<file path="config.mk">
export PLATFORM = sky130hd
export DESIGN_NAME = instr_encoder
export DESIGN_NICKNAME = d
export VERILOG_FILES = /design/src/rtl/instr_encoder.sv
export SDC_FILE = /design/constraint.sdc
export NUM_CORES = 1
export LEC_CHECK = 0
export CORE_ASPECT_RATIO = 1.25
export CORE_UTILIZATION = 35
export CTS_CLUSTER_DIAMETER = 200
export DETAILED_ROUTE_END_ITERATION = 6
export MAX_ROUTING_LAYER = met4
export SYNTH_ARGS = -nofsm -noshare
export SYNTH_HDL_FRONTEND = slang
export SYNTH_SLANG_ARGS = --single-unit
</file>
<file path="constraint.sdc">
create_clock -name clk -period 2.6 [get_ports clk]
set_clock_uncertainty 0.1 [all_clocks]
set_input_delay 0.52 -clock clk [delete_from_list [all_inputs] [get_ports clk]]
set_output_delay 0.52 -clock clk [all_outputs]
set_load 0.005 [all_outputs]
</file>
<file path="src/rtl/instr_encoder.sv">
// Sequential MIPS instruction encoder: turns decoded op requests into 32-bit
// instruction words and writes them to instruction memory at an auto-incrementing address.
module instr_encoder #(
    parameter int AW = 10,
    parameter logic [AW-1:0] BASE = '0
) (
    input  logic          clk,
    input  logic          rst,
    input  logic          i_Enc_valid,
    output logic          o_Enc_ready,
    input  logic [5:0]    i_Enc_op,
    input  logic [4:0]    i_Enc_rs,
    input  logic [4:0]    i_Enc_rt,
    input  logic [4:0]    i_Enc_rd,
    input  logic [4:0]    i_Enc_shamt,
    input  logic [31:0]   i_Enc_imm,
    input  logic          i_Enc_addrLoad,
    input  logic [AW-1:0] i_Enc_addr,
    output logic          o_Enc_we,
    output logic [AW-1:0] o_Enc_addr,
    output logic [31:0]   o_Enc_data,
    output logic          o_Enc_err,
    output logic          o_Enc_full,
    output logic [15:0]   o_Enc_count
);

    localparam logic [5:0] OP_JR     = 6'd16;
    localparam logic [5:0] OP_ITYPE  = 6'd17;
    localparam logic [5:0] OP_LUI    = 6'd22;
    localparam logic [5:0] OP_BLEZ   = 6'd32;
    localparam logic [5:0] OP_BGTZ   = 6'd33;
    localparam logic [5:0] OP_J      = 6'd34;
    localparam logic [5:0] OP_JAL    = 6'd35;
    localparam logic [5:0] OP_LI     = 6'd36;
    localparam logic [5:0] OP_NOP    = 6'd37;
    localparam logic [AW-1:0] LAST   = '1;

    typedef enum logic [1:0] {IDLE, SECOND, FULL} state_t;

    state_t        state;
    logic [AW-1:0] next_addr;
    logic [4:0]    li_rt;
    logic [15:0]   li_lo;
    logic          accept;
    logic          at_last;

    // Single-word encoding; for li this yields the lui (upper-half) word.
    function automatic logic [31:0] encode(
        input logic [5:0]  op,
        input logic [4:0]  rs,
        input logic [4:0]  rt,
        input logic [4:0]  rd,
        input logic [4:0]  shamt,
        input logic [31:0] imm
    );
        logic [5:0]  funct;
        logic [5:0]  opc;
        logic [4:0]  f_rs;
        logic [4:0]  f_rt;
        logic [4:0]  f_rd;
        logic [4:0]  f_sh;
        logic [31:0] word;
        funct = 6'h00;
        opc   = 6'h00;
        f_rs  = rs;
        f_rt  = rt;
        f_rd  = rd;
        f_sh  = shamt;
        word  = 32'h0;
        if (op <= OP_JR) begin
            case (op)
                6'd0:    funct = 6'h20;
                6'd1:    funct = 6'h21;
                6'd2:    funct = 6'h22;
                6'd3:    funct = 6'h23;
                6'd4:    funct = 6'h24;
                6'd5:    funct = 6'h25;
                6'd6:    funct = 6'h26;
                6'd7:    funct = 6'h27;
                6'd8:    funct = 6'h2A;
                6'd9:    funct = 6'h2B;
                6'd10:   funct = 6'h00;
                6'd11:   funct = 6'h02;
                6'd12:   funct = 6'h03;
                6'd13:   funct = 6'h04;
                6'd14:   funct = 6'h06;
                6'd15:   funct = 6'h07;
                default: funct = 6'h08;
            endcase
            if (op inside {6'd10, 6'd11, 6'd12}) f_rs = 5'd0;
            if (op inside {6'd13, 6'd14, 6'd15}) f_sh = 5'd0;
            if (op == OP_JR) begin
                f_rt = 5'd0;
                f_rd = 5'd0;
                f_sh = 5'd0;
            end
            word = {6'h00, f_rs, f_rt, f_rd, f_sh, funct};
        end else if (op <= OP_BGTZ) begin
            case (op - OP_ITYPE)
                6'd0:    opc = 6'h08;
                6'd1:    opc = 6'h09;
                6'd2:    opc = 6'h0C;
                6'd3:    opc = 6'h0D;
                6'd4:    opc = 6'h0E;
                6'd5:    opc = 6'h0F;
                6'd6:    opc = 6'h23;
                6'd7:    opc = 6'h20;
                6'd8:    opc = 6'h2B;
                6'd9:    opc = 6'h28;
                6'd10:   opc = 6'h0A;
                6'd11:   opc = 6'h0B;
                6'd12:   opc = 6'h01;
                6'd13:   opc = 6'h04;
                6'd14:   opc = 6'h05;
                6'd15:   opc = 6'h06;
                default: opc = 6'h07;
            endcase
            if (op == OP_LUI) f_rs = 5'd0;
            if (op == OP_BLEZ || op == OP_BGTZ) f_rt = 5'd0;
            word = {opc, f_rs, f_rt, imm[15:0]};
        end else if (op == OP_J) begin
            word = {6'h02, imm[25:0]};
        end else if (op == OP_JAL) begin
            word = {6'h03, imm[25:0]};
        end else if (op == OP_LI) begin
            word = {6'h0F, 5'd0, rt, imm[31:16]};
        end
        return word;
    endfunction

    // An address load blocks acceptance so it always wins over a request.
    assign o_Enc_ready = (state == IDLE) && !i_Enc_addrLoad;
    assign accept      = i_Enc_valid && o_Enc_ready;
    assign at_last     = (next_addr == LAST);

    always_ff @(posedge clk) begin
        if (rst) begin
            state       <= IDLE;
            next_addr   <= BASE;
            li_rt       <= 5'd0;
            li_lo       <= 16'd0;
            o_Enc_we    <= 1'b0;
            o_Enc_addr  <= '0;
            o_Enc_data  <= 32'h0;
            o_Enc_err   <= 1'b0;
            o_Enc_full  <= 1'b0;
            o_Enc_count <= 16'd0;
        end else begin
            o_Enc_we <= 1'b0;
            case (state)
                IDLE: begin
                    if (i_Enc_addrLoad) begin
                        next_addr  <= i_Enc_addr;
                        o_Enc_full <= 1'b0;
                    end else if (accept) begin
                        if (i_Enc_op > OP_NOP) begin
                            o_Enc_err <= 1'b1;
                        end else begin
                            o_Enc_we    <= 1'b1;
                            o_Enc_addr  <= next_addr;
                            o_Enc_data  <= encode(i_Enc_op, i_Enc_rs, i_Enc_rt, i_Enc_rd,
                                                  i_Enc_shamt, i_Enc_imm);
                            o_Enc_count <= o_Enc_count + 16'd1;
                            next_addr   <= next_addr + 1'b1;
                            // A li landing on the last address loses its ori half.
                            if (at_last) begin
                                state      <= FULL;
                                o_Enc_full <= 1'b1;
                                if (i_Enc_op == OP_LI) o_Enc_err <= 1'b1;
                            end else if (i_Enc_op == OP_LI) begin
                                state <= SECOND;
                                li_rt <= i_Enc_rt;
                                li_lo <= i_Enc_imm[15:0];
                            end
                        end
                    end
                end
                SECOND: begin
                    o_Enc_we    <= 1'b1;
                    o_Enc_addr  <= next_addr;
                    o_Enc_data  <= {6'h0D, li_rt, li_rt, li_lo};
                    o_Enc_count <= o_Enc_count + 16'd1;
                    next_addr   <= next_addr + 1'b1;
                    if (at_last) begin
                        state      <= FULL;
                        o_Enc_full <= 1'b1;
                    end else begin
                        state <= IDLE;
                    end
                end
                FULL: begin
                    if (i_Enc_addrLoad) begin
                        next_addr  <= i_Enc_addr;
                        o_Enc_full <= 1'b0;
                        state      <= IDLE;
                    end
                end
                default: state <= IDLE;
            endcase
        end
    end

endmodule

</file>
# [Yosys cells after proc, flatten, opt, wreduce, memory -nomap -nowiden]
# Memories as Yosys holds them, arrays and structs flattened.
# Cells that the tools add are included.
[word_totals] rom_bits=160 memories=2 input_bits=72 word_cells=114 reg_bits=94
[mem_list] name="(no name shown)" depth=16 width=5 read_ports=1 rd_clocked_by_memory_dff=0 write_ports=0 line="71" rtl="case (op)"
[mem_list] name="(no name shown)" depth=16 width=5 read_ports=1 rd_clocked_by_memory_dff=0 write_ports=0 line="99" rtl="case (op - OP_ITYPE)"
[classes] bitwise=3 n_eq_ne=23 order_cmp=3 n_reduce_logical=18 addsub=3 muxes=52
[op_table] op="$mux 32" n=5
[op_table] op="$mux 30" n=3
[op_table] op="$mux 10" n=7
[op_table] op="$pmux 32 s2" n=1
[op_table] op="$mux 16" n=3
[op_table] op="$eq 6x4->1 const B" n=6
[op_table] op="$mux 5" n=7
[op_table] op="$pmux 16 s2" n=1
[op_table] op="$eq 6x6->1 const B" n=5
[op_table] op="$pmux 10 s3" n=1
[op_table] op="$pmux 10 s2" n=1
[op_table] op="$add 16x1->16 const B" n=1
[op_table] op="$mux 2" n=7
[op_table] op="$eq 6x5->1 const B" n=2
[op_table] op="$mux 6" n=2
[op_table] op="$mux 1" n=11
[op_table] op="$add 10x1->10 const B" n=1
[op_table] op="$eq 10x10->1 const B" n=1
[op_table] op="$reduce_and 5->1" n=2
[op_table] op="$reduce_bool 3->1" n=3
[op_table] op="$ne 2x2->1 const B" n=4
[op_table] op="$reduce_and 4->1" n=2
[op_table] op="$gt 6x6->1 const B" n=1
[op_table] op="$le 6x5->1 const B" n=1
[op_table] op="16 further kinds" n=24

# [Logic depth before layout (Yosys ltp)]
[logic_depth] ltp_word=10 mapped_depth=11 ltp_nobuf=9

# [Worst setup path after synthesis]
# No wires, ideal clock.
[synth_timing] path_kind="input-to-reg" from="in i_Enc_op[0]" to="reg o_Enc_data[28]" path_stages=11 arrival_ns=2.441 setup_ns=0.122 slack_ns=-0.063 path_buffers=2 cell_sequence="buf_2 > inv_1 > ha_1 > buf_2 > inv_1 > ha_1 > inv_1 > ha_1 > mux2_2 > o32ai_1 > nor2_1"
[synth_between] elab_chain_cells=10 elab_cells_between_ends=21 classes_between="add/sub (1); order compare (3); eq/ne (4); mux (10); reduce/logical (2); memory (1)"
[synth_rtl] element="from (decl)" line="11" rtl="input logic [5:0] i_Enc_op,"
[synth_rtl] element="parallel branches: the longest is 10 deep, another holds $sub 6x5->6"
[synth_rtl] element="to (signal assigned)" line="161" rtl="o_Enc_data <= encode(i_Enc_op, i_Enc_rs, i_Enc_rt, i_Enc_rd,"
[synth_rtl] element="to (signal assigned)" line="181" rtl="o_Enc_data <= {6'h0D, li_rt, li_rt, li_lo};"
[synth_rtl] element="to (decl)" line="21" rtl="output logic [31:0] o_Enc_data,"
# Parallel ways; which one is timed is not known. The select of a mux whose other input is x is not followed.
# A chain may end at the register's enable or synchronous reset.

# [Final worst setup path]
[layout_timing] from="in i_Enc_op[1]" to="reg o_Enc_data[10]"
[layout_between] elab_chain_cells=10 elab_cells_between_ends=24 classes_between="order compare (3); eq/ne (8); mux (11); reduce/logical (2)"
[layout_rtl] element="$eq 6x6->1" line="125" rtl="end else if (op == OP_LI) begin"
[layout_rtl] element="$mux 30" line="125"
[layout_rtl] element="$mux 30" line="123" rtl="end else if (op == OP_JAL) begin"
[layout_rtl] element="$mux 30" line="121" rtl="end else if (op == OP_J) begin"
[layout_rtl] element="$mux 32" line="98" rtl="end else if (op <= OP_BGTZ) begin"
[layout_rtl] element="$mux 32" line="70" rtl="if (op <= OP_JR) begin"
[layout_rtl] element="$mux 32" line="156" rtl="if (i_Enc_op > OP_NOP) begin"
[layout_rtl] element="$mux 32" line="155" rtl="end else if (accept) begin"
[layout_rtl] element="$mux 32" line="152" rtl="if (i_Enc_addrLoad) begin"
[layout_rtl] element="$pmux 32 s2" line="150" rtl="case (state)"
# Parallel ways exist; a longest one is shown, timed or not. The select of a mux whose other input is x is not followed.

==> flow_metrics.py <==
metrics = {
    "global_route": {
        "grt_overflow": 0,
        "grt_pass1_vias": 5098,
        "antenna_found_initial": 0,
        "grt_pass1_wl_microns": 25700,
        "grt_usage": 0.225,
        "grt_max_degree": 76,
    },
    "critical_path": {
        "crit_required_ns": 2.72,
        "arrival_ns": 2.71,
        "critical_path.max_stage_delay_ns": 0.50,
        "end_kind": "register",
        "cp-start-kind": "input port",
        "slowest_stage": "or3b_2",
        "crit_fanout": 11,
        "crit_chain": "clkdlybuf4s50_1 > inv_2 > buf_4 > ha_1 > or3b_2 > a21oi_4 > a211oi_4 > buf_12 > a221oi_1 > a21oi_1",
        "crit_type": "in2reg",
    },
    "timing": {
        "period_needed_ns": 2.58,
        "maxSlewHeadroom": 0.577,
        "hold_violations": 0,
        "setup_slack_ns": 0.0189,
        "tightest_slew_ns": 0.631,
        "finalSetupTns_ns": 0,
        "fmax_mhz": 387,
        "setup_viol": 0,
        "hold_ws_ns": 0.350,
        "post-route-period-util": 0.993,
        "final_max_slew_viol_count": 0,
    },
    "yosys": {
        "netlist.area_leader.share": 0.366,
        "syn_area_per_cell_sq_um": 8.24,
        "yosys-top-cells-area": "dfxtp_1 37%, nand2_1 5.5%, a21oi_1 5.0%",
        "synth_area_sq_mm": 0.00509,
        "syn_inst": 617,
        "yosys.area.top_type": "dfxtp_1",
        "synth_edf_count": 0,
        "synthDistinctLibCells": 74,
        "synth-seq-cells": 93,
        "synth-async-reset-ratio": 0,
        "syn_nets": 707,
        "synth-seq-area-share": 0.366,
        "synth_ff_type": "dfxtp_1",
        "ys_warn_count": 0,
    },
    "cts": {
        "clk_latency_ns": 0.34,
        "cts_max_level": 3,
        "cts_tree": "built",
        "cts_buffers": 9,
        "cts.path.max_buffers": 2,
        "cts_hold_buffers": 0,
        "clockRootBuffer": "clkbuf_16",
        "clock-sinks": 93,
        "clkTransAtPathRegs_ns": 0.07,
    },
    "detailed_routing": {
        "antenna_left": 0,
        "drc": 0,
        "routedWlPerCell_microns": 17.2,
        "drt_wl_total_microns": 16700,
        "num_vias": 5290,
        "initialDrtViolationCount": 335,
        "drtPass1Iterations": 6,
        "via_per_inst": 5.46,
    },
    "pwr": {
        "p_leak_nw": 2.72,
        "peakVddDrop_v": 0.000357,
        "p_per_area_mw_per_mm2": 465,
    },
    "cells_and_area": {
        "n_antenna_cell": 0,
        "layoutNonFillerInstCount": 969,
        "area_delta_synth_final_pct": 46.2,
        "drive_gt1_frac": 0.160,
        "layout.nets": 880,
    },
    "die": {
        "initial_utilization": 0.363,
        "core_sq_mm": 0.0140,
        "die_y_microns": 137,
        "ioPinCount": 134,
        "die_w_microns": 110,
        "fp-row-count": 48,
        "dieArea_sq_mm": 0.0150,
    },
    "status": {
        "outcome": "finished clean",
    },
    "placement": {
        "io_buffers": 132,
        "place_ws_ns": -0.567,
        "dp_cells": 950,
        "globalplace.congestion": 0.870,
        "dp_hpwl_microns": 12300,
    },
    "min_path": {
        "hold_path_class": "reg2reg",
    },
    "run": {
        "max-cap-violations": 0,
    },
}
[layout by cell type, fill, tap and decap left out, types with 5 or more instances in the layout]
cell and instances:
dfxtp_1 93, clkbuf_16 11, nor2b_1 7, o21ai_0 38
nand2_1 74, nand4_1 10, a32oi_1 11, xor2_1 6
inv_1 11, clkdlybuf4s50_1 130, nor3_1 13, ha_1 16
buf_4 65, a31oi_1 20, xnor2_1 9, nor2_1 64
mux2i_1 23, a22oi_1 9, and3_1 5, o21a_1 5
a21oi_1 51, o32ai_1 5, nand3_1 9, a221oi_1 5
[per-layer routing]
layer,part of all wire,vias up,track usage
li1,-,2602,-
met1,0.44,2500,0.271
met2,0.50,166,0.387
met3,0.044,22,0.0362
met4,0.014,0,0.0593
met5,0,-,-
[timing repair]
action / in CTS / in global routing
gates cloned: 0 / 2
buffers inserted: 0 / 2
endpoints found under the setup margin: 5 / 41
pin swaps: 0 / 3
endpoints found under the hold margin: 0 / 0
resized for setup: 2 / 17
[worst paths after layout]
path | to | slack [ns] | cells after the start | start
worst max register to register | li_rt[4] | 0.39 | 8 | next_addr[1]
worst min-delay path | o_Enc_addr[7] | 0.35 | 2 | o_Enc_addr[7]
worst max-delay path | o_Enc_data[10] | 0.02 | 10 | i_Enc_op[1]
worst min register to register | o_Enc_addr[7] | 0.35 | 2 | o_Enc_addr[7]
[through the flow]
step	util	instance area [sq um]	total power, mW
after floorplan	-	5100	1.79
after global placement	0.501	7010	2.12
after detailed placement	0.501	7010	2.13
after CTS	0.523	7310	3.47
after global routing	0.531	7430	3.59
final	0.531	7430	3.46
[synth_stat cells, types with 4 or more instances]
master / instances
and3_1: 5
clkbuf_1: 21
nand4_1: 10
a21o_1: 4
nor2b_1: 7
mux2i_1: 24
nor2_1: 65
inv_1: 14
or3_1: 4
a221oi_1: 7
nand2_1: 75
buf_2: 13
a32oi_1: 12
nand2b_1: 4
o211ai_1: 4
dfxtp_1: 93
a31oi_1: 20
a22oi_1: 9
nand3_1: 9
ha_1: 18
o21a_1: 5
buf_1: 4
o32ai_1: 5
xnor2_1: 9
o21ai_0: 38
xor2_1: 6
nor3_1: 15
a21oi_1: 51
[kinds of logic after synthesis]
kind of cell	share of synthesized area
other	0.000737
AOI/OAI and AO/OA	0.251
and+or+nand+nor	0.211
adders and majority gates	0.0443
xor gates and xnor gates	0.0258
muxes	0.0517
DFF	0.366
buffers and inverters	0.0499
[power by group]
group	total, mW	switching, mW	leakage [nW]	internal (mW)
Combinational	0.613	0.292	1.82	0.321
Clock	1.35	0.596	0.144	0.753
Sequential	1.50	0.0321	0.754	1.46
Total	3.46	0.920	2.72	2.54
[flip-flops by register name, summed over array words and instances, names as in the netlist]
signal       flops
o_Enc_err        1
li_lo           16
next_addr       10
state            2
o_Enc_count     16
o_Enc_addr      10
o_Enc_full       1
li_rt            5
o_Enc_we         1
o_Enc_data      31
[worst max-delay path: cells and delay by family]
kind | cells | cell delay [ns]
adder cells (fa/ha/maj) | 1 | 0.15
buffers and inverters | 4 | 0.80
AND/OR/NAND/NOR | 1 | 0.50
AO/OA/AOI/OAI | 4 | 0.72
[cell type report]
| class | instances | area, sq um |
|---|---|---|
| well taps | 175 | 219 |
| repair buffers | 205 | 1960 |
| flip-flops and latches | 93 | 1860 |
| inverters | 15 | 56.3 |
| clock inverters | 6 | 71.3 |
| fillers | 1330 | 6560 |
| clock buffers | 9 | 225 |
| multi-input cells | 466 | 3040 |
(Power assumes the default switching activity.)
